===== config.mk =====
export PLATFORM = sky130hd
export DESIGN_NAME = xram_bus_arbiter
export DESIGN_NICKNAME = d
export VERILOG_FILES = /design/src/rtl/xram_arb_pkg.sv /design/src/rtl/xram_arb_rr_pick.sv /design/src/rtl/xram_bus_arbiter.sv
export SDC_FILE = /design/constraint.sdc
export NUM_CORES = 1
export LEC_CHECK = 0
export ABC_AREA = 0
export BUFFER_PORTS_ARGS = -buffer_cell sky130_fd_sc_hd__buf_2
export CAP_MARGIN = 15
export CORE_MARGIN = 3
export CORE_UTILIZATION = 42
export DETAILED_ROUTE_END_ITERATION = 7
export HOLD_SLACK_MARGIN = 0.15
export PLACE_DENSITY = 0.82
export SETUP_SLACK_MARGIN = 0.5
export SYNTH_ARGS = -nofsm -noshare
export SYNTH_HDL_FRONTEND = slang
export SYNTH_SLANG_ARGS = --single-unit

===== constraint.sdc =====
create_clock -name clk -period 2.15 [get_ports clk]
set_clock_uncertainty 0.05 [all_clocks]
set_input_delay 0.43 -clock clk [delete_from_list [all_inputs] [get_ports clk]]
set_output_delay 0.43 -clock clk [all_outputs]
set_load 0.02 [all_outputs]

===== src/rtl/xram_arb_pkg.sv =====
// xram_arb_pkg: shared state encoding, master ids and default limits for the XRAM bus arbiter
package xram_arb_pkg;
    typedef enum logic [1:0] {
        ARB_IDLE  = 2'd0,
        ARB_GRANT = 2'd1
    } arb_state_e;
    localparam int MID_CPU = 0;
    localparam int MID_AES = 1;
    localparam int MID_SHA = 2;
    localparam int ARB_BURST_LEN = 16;
    localparam int ARB_TIMEOUT   = 255;
endpackage


===== src/rtl/xram_arb_rr_pick.sv =====
// xram_arb_rr_pick: round-robin picker, first requester at or after ptr (wrapping modulo N)
// Ports: req (per-master request), ptr (search start) -> gnt (one-hot winner, zero if no request), idx (winner index)
module xram_arb_rr_pick
    import xram_arb_pkg::*;
#(
    parameter int N = 3
) (
    input  logic [N-1:0] req,
    input  logic [1:0]   ptr,
    output logic [N-1:0] gnt,
    output logic [1:0]   idx
);
    // Scanning from the far end lets the nearest requester overwrite the rest.
    always_comb begin
        idx = ptr;
        for (int k = N - 1; k >= 0; k--)
            if (req[(int'(ptr) + k) % N]) idx = 2'((int'(ptr) + k) % N);
        gnt = '0;
        gnt[idx] = |req;
    end
endmodule


===== src/rtl/xram_bus_arbiter.sv =====
// xram_bus_arbiter: round-robin, burst-bounded sharing of one XRAM port between CPU, AES and SHA
// Ports: clk, rst_n (async, active-low); m_stb/m_wr/m_addr/m_wdata in and m_ack out per master;
//        m_rdata broadcast read data; xram_stb/wr/addr/data_out to XRAM, xram_data_in/xram_ack from it;
//        grant_id current owner, busy high while granted, err_timeout one-cycle pulse on forced release.
// Option: XRAM_ARB_CPU_PRIO_EN gives the CPU absolute priority in IDLE and limits its tenure to one beat.
module xram_bus_arbiter
    import xram_arb_pkg::*;
#(
    parameter int NUM_M     = 3,
    parameter int ADDR_W    = 16,
    parameter int DATA_W    = 8,
    parameter int BURST_LEN = ARB_BURST_LEN,
    parameter int TIMEOUT   = ARB_TIMEOUT
) (
    input  logic                      clk,
    input  logic                      rst_n,
    input  logic [NUM_M-1:0]          m_stb,
    input  logic [NUM_M-1:0]          m_wr,
    input  logic [NUM_M*ADDR_W-1:0]   m_addr,
    input  logic [NUM_M*DATA_W-1:0]   m_wdata,
    output logic [NUM_M-1:0]          m_ack,
    output logic [DATA_W-1:0]         m_rdata,
    output logic                      xram_stb,
    output logic                      xram_wr,
    output logic [ADDR_W-1:0]         xram_addr,
    output logic [DATA_W-1:0]         xram_data_out,
    input  logic [DATA_W-1:0]         xram_data_in,
    input  logic                      xram_ack,
    output logic [1:0]                grant_id,
    output logic                      busy,
    output logic                      err_timeout
);
    localparam int BW = $clog2(BURST_LEN);
    localparam int WW = $clog2(TIMEOUT + 1);
    arb_state_e       state;
    logic [1:0]       rr_ptr, pick_idx, win_id, nxt_ptr;
    logic [NUM_M-1:0] pick_oh;
    logic [BW-1:0]    beat_cnt, last_beat;
    logic [WW-1:0]    wait_cnt;
    logic             g_stb, release_now;

    xram_arb_rr_pick #(.N(NUM_M)) u_pick (
        .req (m_stb),
        .ptr (rr_ptr),
        .gnt (pick_oh),
        .idx (pick_idx)
    );

`ifdef XRAM_ARB_CPU_PRIO_EN
    assign win_id    = m_stb[MID_CPU] ? 2'(MID_CPU) : pick_idx;
    assign last_beat = (grant_id == 2'(MID_CPU)) ? '0 : BW'(BURST_LEN - 1);
`else
    assign win_id    = pick_idx;
    assign last_beat = BW'(BURST_LEN - 1);
`endif

    assign busy          = (state == ARB_GRANT);
    assign g_stb         = busy & m_stb[grant_id];
    assign xram_stb      = g_stb;
    assign xram_wr       = busy & m_wr[grant_id];
    assign xram_addr     = busy ? m_addr[int'(grant_id)*ADDR_W +: ADDR_W] : '0;
    assign xram_data_out = busy ? m_wdata[int'(grant_id)*DATA_W +: DATA_W] : '0;
    assign m_rdata       = xram_data_in;
    assign m_ack         = (busy & xram_ack) ? {{(NUM_M-1){1'b0}}, 1'b1} << grant_id : '0;
    // An ack in the timeout cycle completes the beat, so it suppresses the error.
    assign err_timeout   = g_stb & ~xram_ack & (wait_cnt == WW'(TIMEOUT));
    assign release_now   = xram_ack ? (beat_cnt == last_beat) : (~g_stb | err_timeout);
    assign nxt_ptr       = (int'(grant_id) == NUM_M - 1) ? 2'd0 : grant_id + 2'd1;

    // Any state code other than GRANT behaves as IDLE.
    always_ff @(posedge clk or negedge rst_n) begin
        if (!rst_n) begin
            state    <= ARB_IDLE;
            rr_ptr   <= '0;
            grant_id <= '0;
            beat_cnt <= '0;
            wait_cnt <= '0;
        end else if (state != ARB_GRANT) begin
            beat_cnt <= '0;
            wait_cnt <= '0;
            state    <= |pick_oh ? ARB_GRANT : ARB_IDLE;
            if (|pick_oh) grant_id <= win_id;
        end else if (release_now) begin
            state    <= ARB_IDLE;
            rr_ptr   <= nxt_ptr;
            beat_cnt <= '0;
            wait_cnt <= '0;
        end else if (xram_ack) begin
            beat_cnt <= beat_cnt + 1'b1;
            wait_cnt <= '0;
        end else begin
            wait_cnt <= wait_cnt + 1'b1;
        end
    end
endmodule

==> results of run 1 <==
==> final cells by class <==
type	instances	area share [%]
multi-input combinational	189	49.6
timing repair buffer	151	33.4
sequential	17	12.8
tap	50	1.86
clock buffer	3	1.23
inverter	9	1.00
clock inverter	1	0.149
==> cells by family after synthesis <==
logic type                 Yosys count  share of synthesized area (%)
AOI/OAI and AO/OA                   50                           16.3
xor gates and xnor gates             5                           2.41
muxes                               30                           17.3
and+or+nand+nor                     99                           28.4
adders and majority gates            5                           3.44
DFF                                 17                           23.4
buffers and inverters               31                           8.67
==> synthesized netlist by cell type (all sizes together) <==
cell | count | area [sq um]
mux2i | 27 | 270
clkbuf | 8 | 31.3
a31o | 1 | 8.76
o2111ai | 1 | 8.76
nor3b | 2 | 15.0
a21bo | 1 | 10.0
inv | 9 | 33.8
or3 | 1 | 6.26
dfrtp | 17 | 425
and4 | 2 | 17.5
a221o | 1 | 10.0
a22oi | 2 | 20.0
nor2 | 38 | 143
o21ai | 6 | 30.0
and2 | 1 | 6.26
a21oi | 30 | 150
nand3 | 6 | 30.0
ha | 5 | 62.6
xnor2 | 1 | 8.76
and3 | 1 | 6.26
nand2b | 3 | 26.3
nor2b | 27 | 169
buf | 14 | 92.6
xor2 | 4 | 35.0
nand2 | 10 | 37.5
mux2 | 3 | 45.0
nand3b | 1 | 20.0
nor3 | 5 | 25.0
nand4 | 1 | 6.26
a21boi | 1 | 7.51
o211ai | 4 | 30.0
and3b | 1 | 8.76
o21a | 2 | 15.0
a31oi | 1 | 6.26
==> repair_timing <==
item                                   4_1_cts  5_1_grt
cloned                                       2        1
endpoints found under the hold margin       17        0
setup endpoints to repair                   37       46
buffers inserted                            20        6
hold buffers                                 1        0
gates resized for setup                     45       53
pin swaps                                    8       15
==> sequential cells by signal (all words and copies together) (netlist names) <==
| signal | flops |
|---|---|
| rr_ptr | 2 |
| grant_id | 2 |
| state | 1 |
| wait_cnt | 8 |
| beat_cnt | 4 |
==> per-stage QoR <==
step	power [W]	hold slack, ps	setup slack (ps)	util (%)
CTS	0.00438	438	99.5	75.3
global placement	0.00342	316	298	65.5
finish	0.00500	432	43.6	82.5
global route	0.00528	469	-26.5	82.5
floorplan	0.00283	84.4	326	-
detailed placement	0.00347	321	266	65.5
==> final timing paths <==
check	start	endpoint	slack [ps]
worst max-delay path	grant_id[1]	xram_wr	40
worst min-delay path	wait_cnt[0]	wait_cnt[0]	430
max in group asynchronous	rst_n	rr_ptr[0]	1180
worst min register to register	wait_cnt[0]	wait_cnt[0]	430
min in group asynchronous	rst_n	wait_cnt[3]	580
worst max register to register	grant_id[1]	rr_ptr[0]	190
==> metal layers <==
| metal | wire (um) | up-vias | global-route usage (%) |
|---|---|---|---|
| li1 | - | 1072 | - |
| met1 | 2560 | 1045 | 28.1 |
| met2 | 3670 | 101 | 42.3 |
| met3 | 447 | 23 | 3.93 |
| met4 | 215 | 0 | 4.18 |
| met5 | 0 | - | 0 |
==> power breakdown <==
part	internal (W)	leakage, nW	switching, W
Clock	0.000129	0.0255	0.000114
Sequential	0.000401	0.221	0.0000808
Combinational	0.00219	1.42	0.00209
Total	0.00272	1.67	0.00228
==> critical path, stage by stage, from the launching register on <==
cell	delay [ps]
dfrtp_2	440
buf_12	150
buf_4	140
mux2i_1	110
nor2_1	220
a21oi_4	50
nor2b_2	140
buf_6	130
==> results.json, run 1 <==
{
  "status": "complete, no violations",
  "synth.cell_area_sq_um": 1820,
  "fp.coreArea_sq_um": 4090,
  "ys_types": 38,
  "route.detailed.drc": 0,
  "finalSetupViolations": 0,
  "clk_pin_slew_worst_paths_ps": 70,
  "grt_pass1_vias": 2089,
  "drive_above_1_share_pct": 63.2,
  "dp_cells": 386,
  "place_congestion": 0.848,
  "multiInputGateArea_sq_um": 1670,
  "arrival_ps": 1630,
  "whs_path_depth": 1,
  "ios": 130,
  "antennaDiodeCount": 0,
  "numClockSinks": 17,
  "worstSetupPathType": "reg -> out",
  "nFillCells": 229,
  "wl_um": 6890,
  "end_kind": "output port",
  "max_slew_margin_pct": 74.0,
  "yosysSeqAreaShare_pct": 23.4,
  "dr_total_vias": 2241,
  "postRouteAntennaNets": 0,
  "die_h_um": 71.8,
  "syn2layout_area_growth_pct": 85.3,
  "worst_pin_slew_ps": 389,
  "gr-total-overflow": 0,
  "syn_inst": 237,
  "initial_core_util_pct": 44.5,
  "p_per_area_nw_per_um2": 1480,
  "synth_nets": 331,
  "reg2reg_depth": 7,
  "stdcell_count": 420,
  "rsz0062_at_grt": "yes",
  "totalNegativeSetupSlack_ps": 0,
  "clock.fmax_ghz": 0.475,
  "final_cell_area_sq_um": 3370,
  "grt_first_pass_wirelength_um": 9610,
  "ys_seq_elements": 17,
  "layout_common_cells": "buf_2, nor2_1, buf_6, buf_4, mux2i_1",
  "tritoncts": "done",
  "irDropWorstVdd_mv": 1.04,
  "dp_hpwl_um": 4360,
  "viasPerCell": 5.34,
  "track_usage_pct": 23.0,
  "place_area_sq_um": 2680,
  "hold_viol": 0,
  "final_common_cell": "buf_2",
  "die-width_um": 71.8,
  "port_buffers": 113,
  "clock_path_buffers": 2,
  "final_max_slew_viol_count": 0,
  "clock_latency_ps": 250,
  "grt_max_degree": 26,
  "drt_first_pass_iters": 4,
  "crit_fanout": 7,
  "avgSynthCellArea_sq_um": 7.67,
  "antenna_found_initial": 0,
  "drt_iter0_markers": 145,
  "finalCritPeriodShare_pct": 98.0,
  "h-tree-depth": 1,
  "cts-root-buf": "clkbuf_8",
  "hold_path.class": "reg -> reg",
  "final_nets": 465,
  "required_ps": 1670,
  "start_kind": "register",
  "cts_made_buffers": 3,
  "power_leakage_nw": 1.67,
  "drv_cap": 0,
  "die-area_sq_um": 5150,
  "ys_warn_count": 0,
  "period_needed_ps": 2110,
  "wl_per_cell_um": 16.4,
  "rows": 23,
  "regArea_sq_um": 430
}
Note: power is estimated with default switching activity, not from simulation.
==> run 2, diff against run 1 <==
--- a/config.mk
+++ b/config.mk
@@ -12,7 +12,9 @@
 export CORE_UTILIZATION = 42
 export DETAILED_ROUTE_END_ITERATION = 7
 export HOLD_SLACK_MARGIN = 0.15
+export MAX_ROUTING_LAYER = met4
 export PLACE_DENSITY = 0.82
+export REMOVE_ABC_BUFFERS = 1
 export SETUP_SLACK_MARGIN = 0.5
 export SYNTH_ARGS = -nofsm -noshare
 export SYNTH_HDL_FRONTEND = slang
==> run 2 against run 1 <==
Compared with the run above:
- register-to-register slack gained 70 ps
- clock power is essentially flat
- clock-buffer cell count is the same
==> results.json, run 2 (same netlist as run 1, synthesis figures left out) <==
{
  "p_switching_w": 0.00177,
  "finalSetupViolations": 0,
  "max_slew_margin_pct": 73.0,
  "dpl_worst_slack_ps": 168,
  "critPathTopFamily": "flip-flops",
  "largestRegisters": "wait_cnt: 8 flops, beat_cnt: 4 flops",
  "setup_slack_ps": 131,
  "fin_util_pct": 66.6,
  "syn2layout_area_growth_pct": 49.7,
  "p_int_w": 0.00182,
  "antenna_found_initial": 0,
  "reg2reg_depth": 6,
  "largest_reg_flops": 8,
  "power_leakage_nw": 1.39,
  "reg2reg_slack_ps": 260,
  "die_h_um": 71.8,
  "rsz0062_at_grt": "yes",
  "route.detailed.drc": 0,
  "worstSetupPathType": "reg -> out",
  "clock_latency_ps": 260,
  "critPathBufInv": 2,
  "start_kind": "register",
  "required_ps": 1670,
  "regMostFlops": "wait_cnt",
  "tritoncts": "done",
  "crit_fanout": 15,
  "clock.fmax_ghz": 0.495,
  "drive_above_1_share_pct": 47.9,
  "final_common_cell": "buf_2",
  "irDropWorstVdd_mv": 0.670,
  "layout_common_cells": "buf_2, nor2_1, a21oi_1, nor2b_1, mux2i_1",
  "rows": 23,
  "whs_path_depth": 1,
  "clock_path_buffers": 2,
  "final_nets": 452,
  "drt_first_pass_iters": 4,
  "cts-root-buf": "clkbuf_8",
  "viasPerCell": 5.22,
  "worst_pin_slew_ps": 401,
  "wl_per_cell_um": 14.9,
  "seqPwrFrac_pct": 13.6,
  "ios": 130,
  "clk_pin_slew_worst_paths_ps": 70,
  "worstHoldEndpoint": "wait_cnt[0]",
  "p_per_area_nw_per_um2": 1320,
  "status": "complete, no violations",
  "h-tree-depth": 1,
  "place_congestion": 0.917,
  "postRouteAntennaNets": 0,
  "r2r-end": "rr_ptr[0]",
  "dp_hpwl_um": 4510,
  "clkPwrFrac_pct": 6.7,
  "grt_pass1_vias": 1966,
  "comb_power_share_pct": 79.6,
  "initial_core_util_pct": 44.5,
  "finalCritPeriodShare_pct": 93.9,
  "drv_cap": 0,
  "hold_path.class": "reg -> reg",
  "port_buffers": 113,
  "numClockSinks": 17,
  "grt_max_degree": 28,
  "cts_made_buffers": 3,
  "hold_viol": 0,
  "track_usage_pct": 22.8,
  "critPathMaxStageDelay_ps": 460,
  "switching_share_pct": 49.3,
  "antennaDiodeCount": 0,
  "final_max_slew_viol_count": 0,
  "crit_path_top_delay_cell": "dfrtp_2",
  "power_w": 0.00360,
  "wl_um": 6040,
  "grt_first_pass_wirelength_um": 9280,
  "end_kind": "output port",
  "drt_iter0_markers": 83,
  "min_from": "wait_cnt[0]",
  "gr-total-overflow": 0,
  "die-width_um": 71.8,
  "whs_ps": 436,
  "fp.coreArea_sq_um": 4090,
  "regToRegStartpoint": "grant_id[1]",
  "path_depth": 6,
  "period_needed_ps": 2020,
  "die-area_sq_um": 5150,
  "crit_chain": "buf_12, mux2i_1, nor2_1, a21oi_1, nor2b_1, buf_2",
  "dr_total_vias": 2123,
  "arrival_ps": 1540
}
## run 2: cell types whose count changed in the layout (fill, tap and decap cells not counted), moves of 14 or more
cell	change
nor2b_1	+26
a21oi_1	+25
buf_2	+23
buf_6	-20
nor2b_4	-19
a21oi_2	-14
## run 2: through the flow
step,cells,TNS (ps),area [sq um]
after floorplan,215,-23030,1690
after CTS,402,0,2620
after global placement,385,0,2370
after detailed placement,385,0,2370
final,407,0,2720
after global routing,407,0,2720
## run 2: worst max-delay path by stage
stage                startpoint               end  slack, ps
finish              grant_id[1]  xram_data_out[7]        130
CTS                 grant_id[1]  xram_data_out[7]        140
global route        grant_id[1]      xram_addr[6]         40
detailed placement    rr_ptr[0]       grant_id[1]        170
floorplan           grant_id[1]      xram_addr[0]       -780
global placement       m_stb[2]         rr_ptr[1]        200
## run 2: what timing repair did
| item | CTS | global route |
|---|---|---|
| pin swaps | 5 | 8 |
| hold buffers | 1 | 0 |
| gates resized for setup | 28 | 24 |
| setup buffers | 11 | 4 |
| endpoints found under the hold margin | 17 | 0 |
| gates cloned | 1 | 1 |
| endpoints found under the setup margin | 39 | 47 |
## run 2: power by group through the flow
stage	Sequential [W]	Combinational, W	Clock [W]
floorplan	0.000679	0.00143	0
global placement	0.000505	0.00228	0
detailed placement	0.000514	0.00233	0
CTS	0.000483	0.00269	0.000244
global route	0.000502	0.00310	0.000260
finish	0.000491	0.00286	0.000242
## run 2: area by class of cell
cell class / count / area, sq um
clock buffers: 3 / 41.3
clock inverters: 1 / 5.00
fillers: 354 / 1370
inverters: 9 / 33.8
multi-input cells: 189 / 1320
flip-flops and latches: 17 / 429
well taps: 50 / 62.6
repair buffers: 138 / 826
## run 2: per-layer routing
metal,global-route usage (%),up-vias,wire length (um)
met1,28.5,981,2510
met5,-,-,0
met4,8.98,0,144
met2,37.0,78,3010
li1,-,1051,-
met3,3.37,13,378
==> run 3, diff against run 2 <==
--- a/config.mk
+++ b/config.mk
@@ -9,11 +9,11 @@
 export BUFFER_PORTS_ARGS = -buffer_cell sky130_fd_sc_hd__buf_2
 export CAP_MARGIN = 15
 export CORE_MARGIN = 3
-export CORE_UTILIZATION = 42
+export CORE_UTILIZATION = 45
 export DETAILED_ROUTE_END_ITERATION = 7
 export HOLD_SLACK_MARGIN = 0.15
 export MAX_ROUTING_LAYER = met4
-export PLACE_DENSITY = 0.82
+export PLACE_DENSITY = 0.87
 export REMOVE_ABC_BUFFERS = 1
 export SETUP_SLACK_MARGIN = 0.5
 export SYNTH_ARGS = -nofsm -noshare
==> constraint.sdc (replaced) <==
create_clock -name clk -period 2.4 [get_ports clk]
set_clock_uncertainty 0.05 [all_clocks]
set_input_delay 0.48 -clock clk [delete_from_list [all_inputs] [get_ports clk]]
set_output_delay 0.48 -clock clk [all_outputs]
set_load 0.02 [all_outputs]
==> run 3 against run 2 <==
Compared with the run above:
- register-to-register slack better by 110 ps
- clock power is 14% lower
- routed wire length is 7.2% higher
- design area is 1.8% lower
- sequential share of layout area is 0.33 points higher
==> results.json, run 3 (same netlist as run 1, synthesis figures left out) <==
{
  "wl_met3_um": 478,
  "switching_share_pct": 49.5,
  "cts-root-buf": "clkbuf_8",
  "drive_above_1_share_pct": 45.4,
  "max_slew_margin_pct": 69.3,
  "whs_path_depth": 1,
  "crit_path_top_delay_cell": "dfrtp_2",
  "worst_pin_slew_ps": 458,
  "rsz0062_at_grt": "yes",
  "ios": 130,
  "final_common_cell": "buf_2",
  "syn2layout_area_growth_pct": 47.0,
  "numClockSinks": 17,
  "die-area_sq_um": 4840,
  "required_ps": 1870,
  "nFillCells": 291,
  "dp_hpwl_um": 4470,
  "postRouteAntennaNets": 0,
  "p_per_area_nw_per_um2": 1200,
  "clock.fmax_ghz": 0.459,
  "hold_viol": 0,
  "place_congestion": 0.923,
  "crit_start": "grant_id[1]",
  "clkPwrFrac_pct": 6.5,
  "route.detailed.drc": 0,
  "regMostFlops": "wait_cnt",
  "power_leakage_nw": 1.37,
  "critPathMaxStageDelay_ps": 470,
  "critPathTopFamily": "flip-flops",
  "path_depth": 6,
  "grt_pass1_vias": 2124,
  "finalSetupViolations": 0,
  "die-width_um": 69.6,
  "period_needed_ps": 2180,
  "status": "complete, no violations",
  "fin_util_pct": 70.9,
  "start_kind": "register",
  "seqPwrFrac_pct": 14.6,
  "port_buffers": 113,
  "antennaDiodeCount": 0,
  "regToRegStartpoint": "grant_id[1]",
  "irDropWorstVdd_mv": 0.695,
  "grt_first_pass_wirelength_um": 9980,
  "wl_um": 6480,
  "clock_latency_ps": 250,
  "reg2reg_depth": 7,
  "worstSetupPathType": "reg -> out",
  "finalCritPeriodShare_pct": 90.8,
  "cts_made_buffers": 3,
  "largestRegisters": "wait_cnt: 8 flops, beat_cnt: 4 flops",
  "final_max_slew_viol_count": 0,
  "initial_core_util_pct": 48.2,
  "drt_iter0_markers": 114,
  "clock_path_buffers": 2,
  "rows": 22,
  "setup_slack_ps": 221,
  "layout_common_cells": "buf_2, nor2_1, buf_4, a21oi_1",
  "critPathBufInv": 2,
  "crit_fanout": 20,
  "die_h_um": 69.6,
  "final_nets": 452,
  "track_usage_pct": 25.3,
  "grt_max_degree": 21,
  "p_int_w": 0.00162,
  "viasPerCell": 5.43,
  "dpl_worst_slack_ps": 408,
  "fp.coreArea_sq_um": 3770,
  "p_switching_w": 0.00158,
  "wl_per_cell_um": 16.0,
  "gr-total-overflow": 0,
  "drv_cap": 0,
  "tritoncts": "done",
  "clk_pin_slew_worst_paths_ps": 60,
  "dr_total_vias": 2198,
  "reg2reg_slack_ps": 370,
  "comb_power_share_pct": 78.9,
  "route.met2.wl_um": 3320,
  "drt-met1-wl_um": 2530,
  "min_from": "beat_cnt[0]",
  "drt_first_pass_iters": 4,
  "crit_chain": "buf_12, mux2i_1, nor2_1, a21oi_1, nor2b_1, buf_2",
  "h-tree-depth": 1,
  "highest_layer": "met4",
  "end_kind": "output port",
  "largest_reg_flops": 8,
  "hold_path.class": "reg -> reg",
  "arrival_ps": 1650,
  "antenna_found_initial": 0
}
==> run 3: cell count changes in the layout (fill, tap and decap cells not counted), sizes merged <==
cell,delta
clkbuf,+1
clkinv,-1
==> run 3: worst register-to-register path, delay by kind of cell, from the launching register on <==
family                 cells  cell delay (ps)
and+or+nand+nor            2              250
AOI/OAI and AO/OA          1              180
muxes                      2              630
DFF                        1              480
buffers and inverters      2              310
==> run 3: timing repair <==
action | CTS | global route
setup endpoints to repair | 34 | 36
gates resized for setup | 21 | 17
buffers inserted | 9 | 8
pin swaps | 3 | 0
endpoints found under the hold margin | 17 | 0
gates cloned | 1 | 0
hold buffers | 1 | 0
==> run 3: worst paths after layout <==
| check | to |
|---|---|
| worst max register to register | rr_ptr[1] |
| worst min-delay path | beat_cnt[0] |
| min in group asynchronous | wait_cnt[0] |
| worst min register to register | beat_cnt[0] |
| max in group asynchronous | rr_ptr[1] |
| worst max-delay path | xram_addr[1] |
==> run 3: final cells by class <==
class	instances	area (sq um)	area share, %
inverter	9	33.8	1.26
sequential	17	430	16.1
multi-input combinational	189	1290	48.2
tap	48	60.1	2.25
timing repair buffer	138	816	30.5
clock buffer	4	45.0	1.69
==> run 3: metrics by stage <==
step	setup TNS, ps	hold WS [ps]	std cells	instance area, sq um	total power, W
3_5_place_dp	0	363	382	2360	0.00252
2_1_floorplan	-15310	134	215	1690	0.00189
3_3_place_gp	0	358	382	2360	0.00248
6_report	0	455	405	2670	0.00320
5_1_grt	0	486	405	2670	0.00340
4_1_cts	0	462	397	2550	0.00295
==> run 3: power groups by stage <==
| stage | sequential (W) | combinational, W | clock (W) |
|---|---|---|---|
| global route | 0.000475 | 0.00271 | 0.000221 |
| floorplan | 0.000608 | 0.00128 | 0 |
| detailed placement | 0.000474 | 0.00205 | 0 |
| finish | 0.000467 | 0.00252 | 0.000208 |
| CTS | 0.000458 | 0.00228 | 0.000210 |
| global placement | 0.000468 | 0.00201 | 0 |
==> run 3: metal layers <==
layer  global-route usage (%)  vias up
li1                         -     1045
met1                     30.7     1021
met2                     42.6      115
met3                     4.35       17
met4                     8.46        0
met5                        -        -
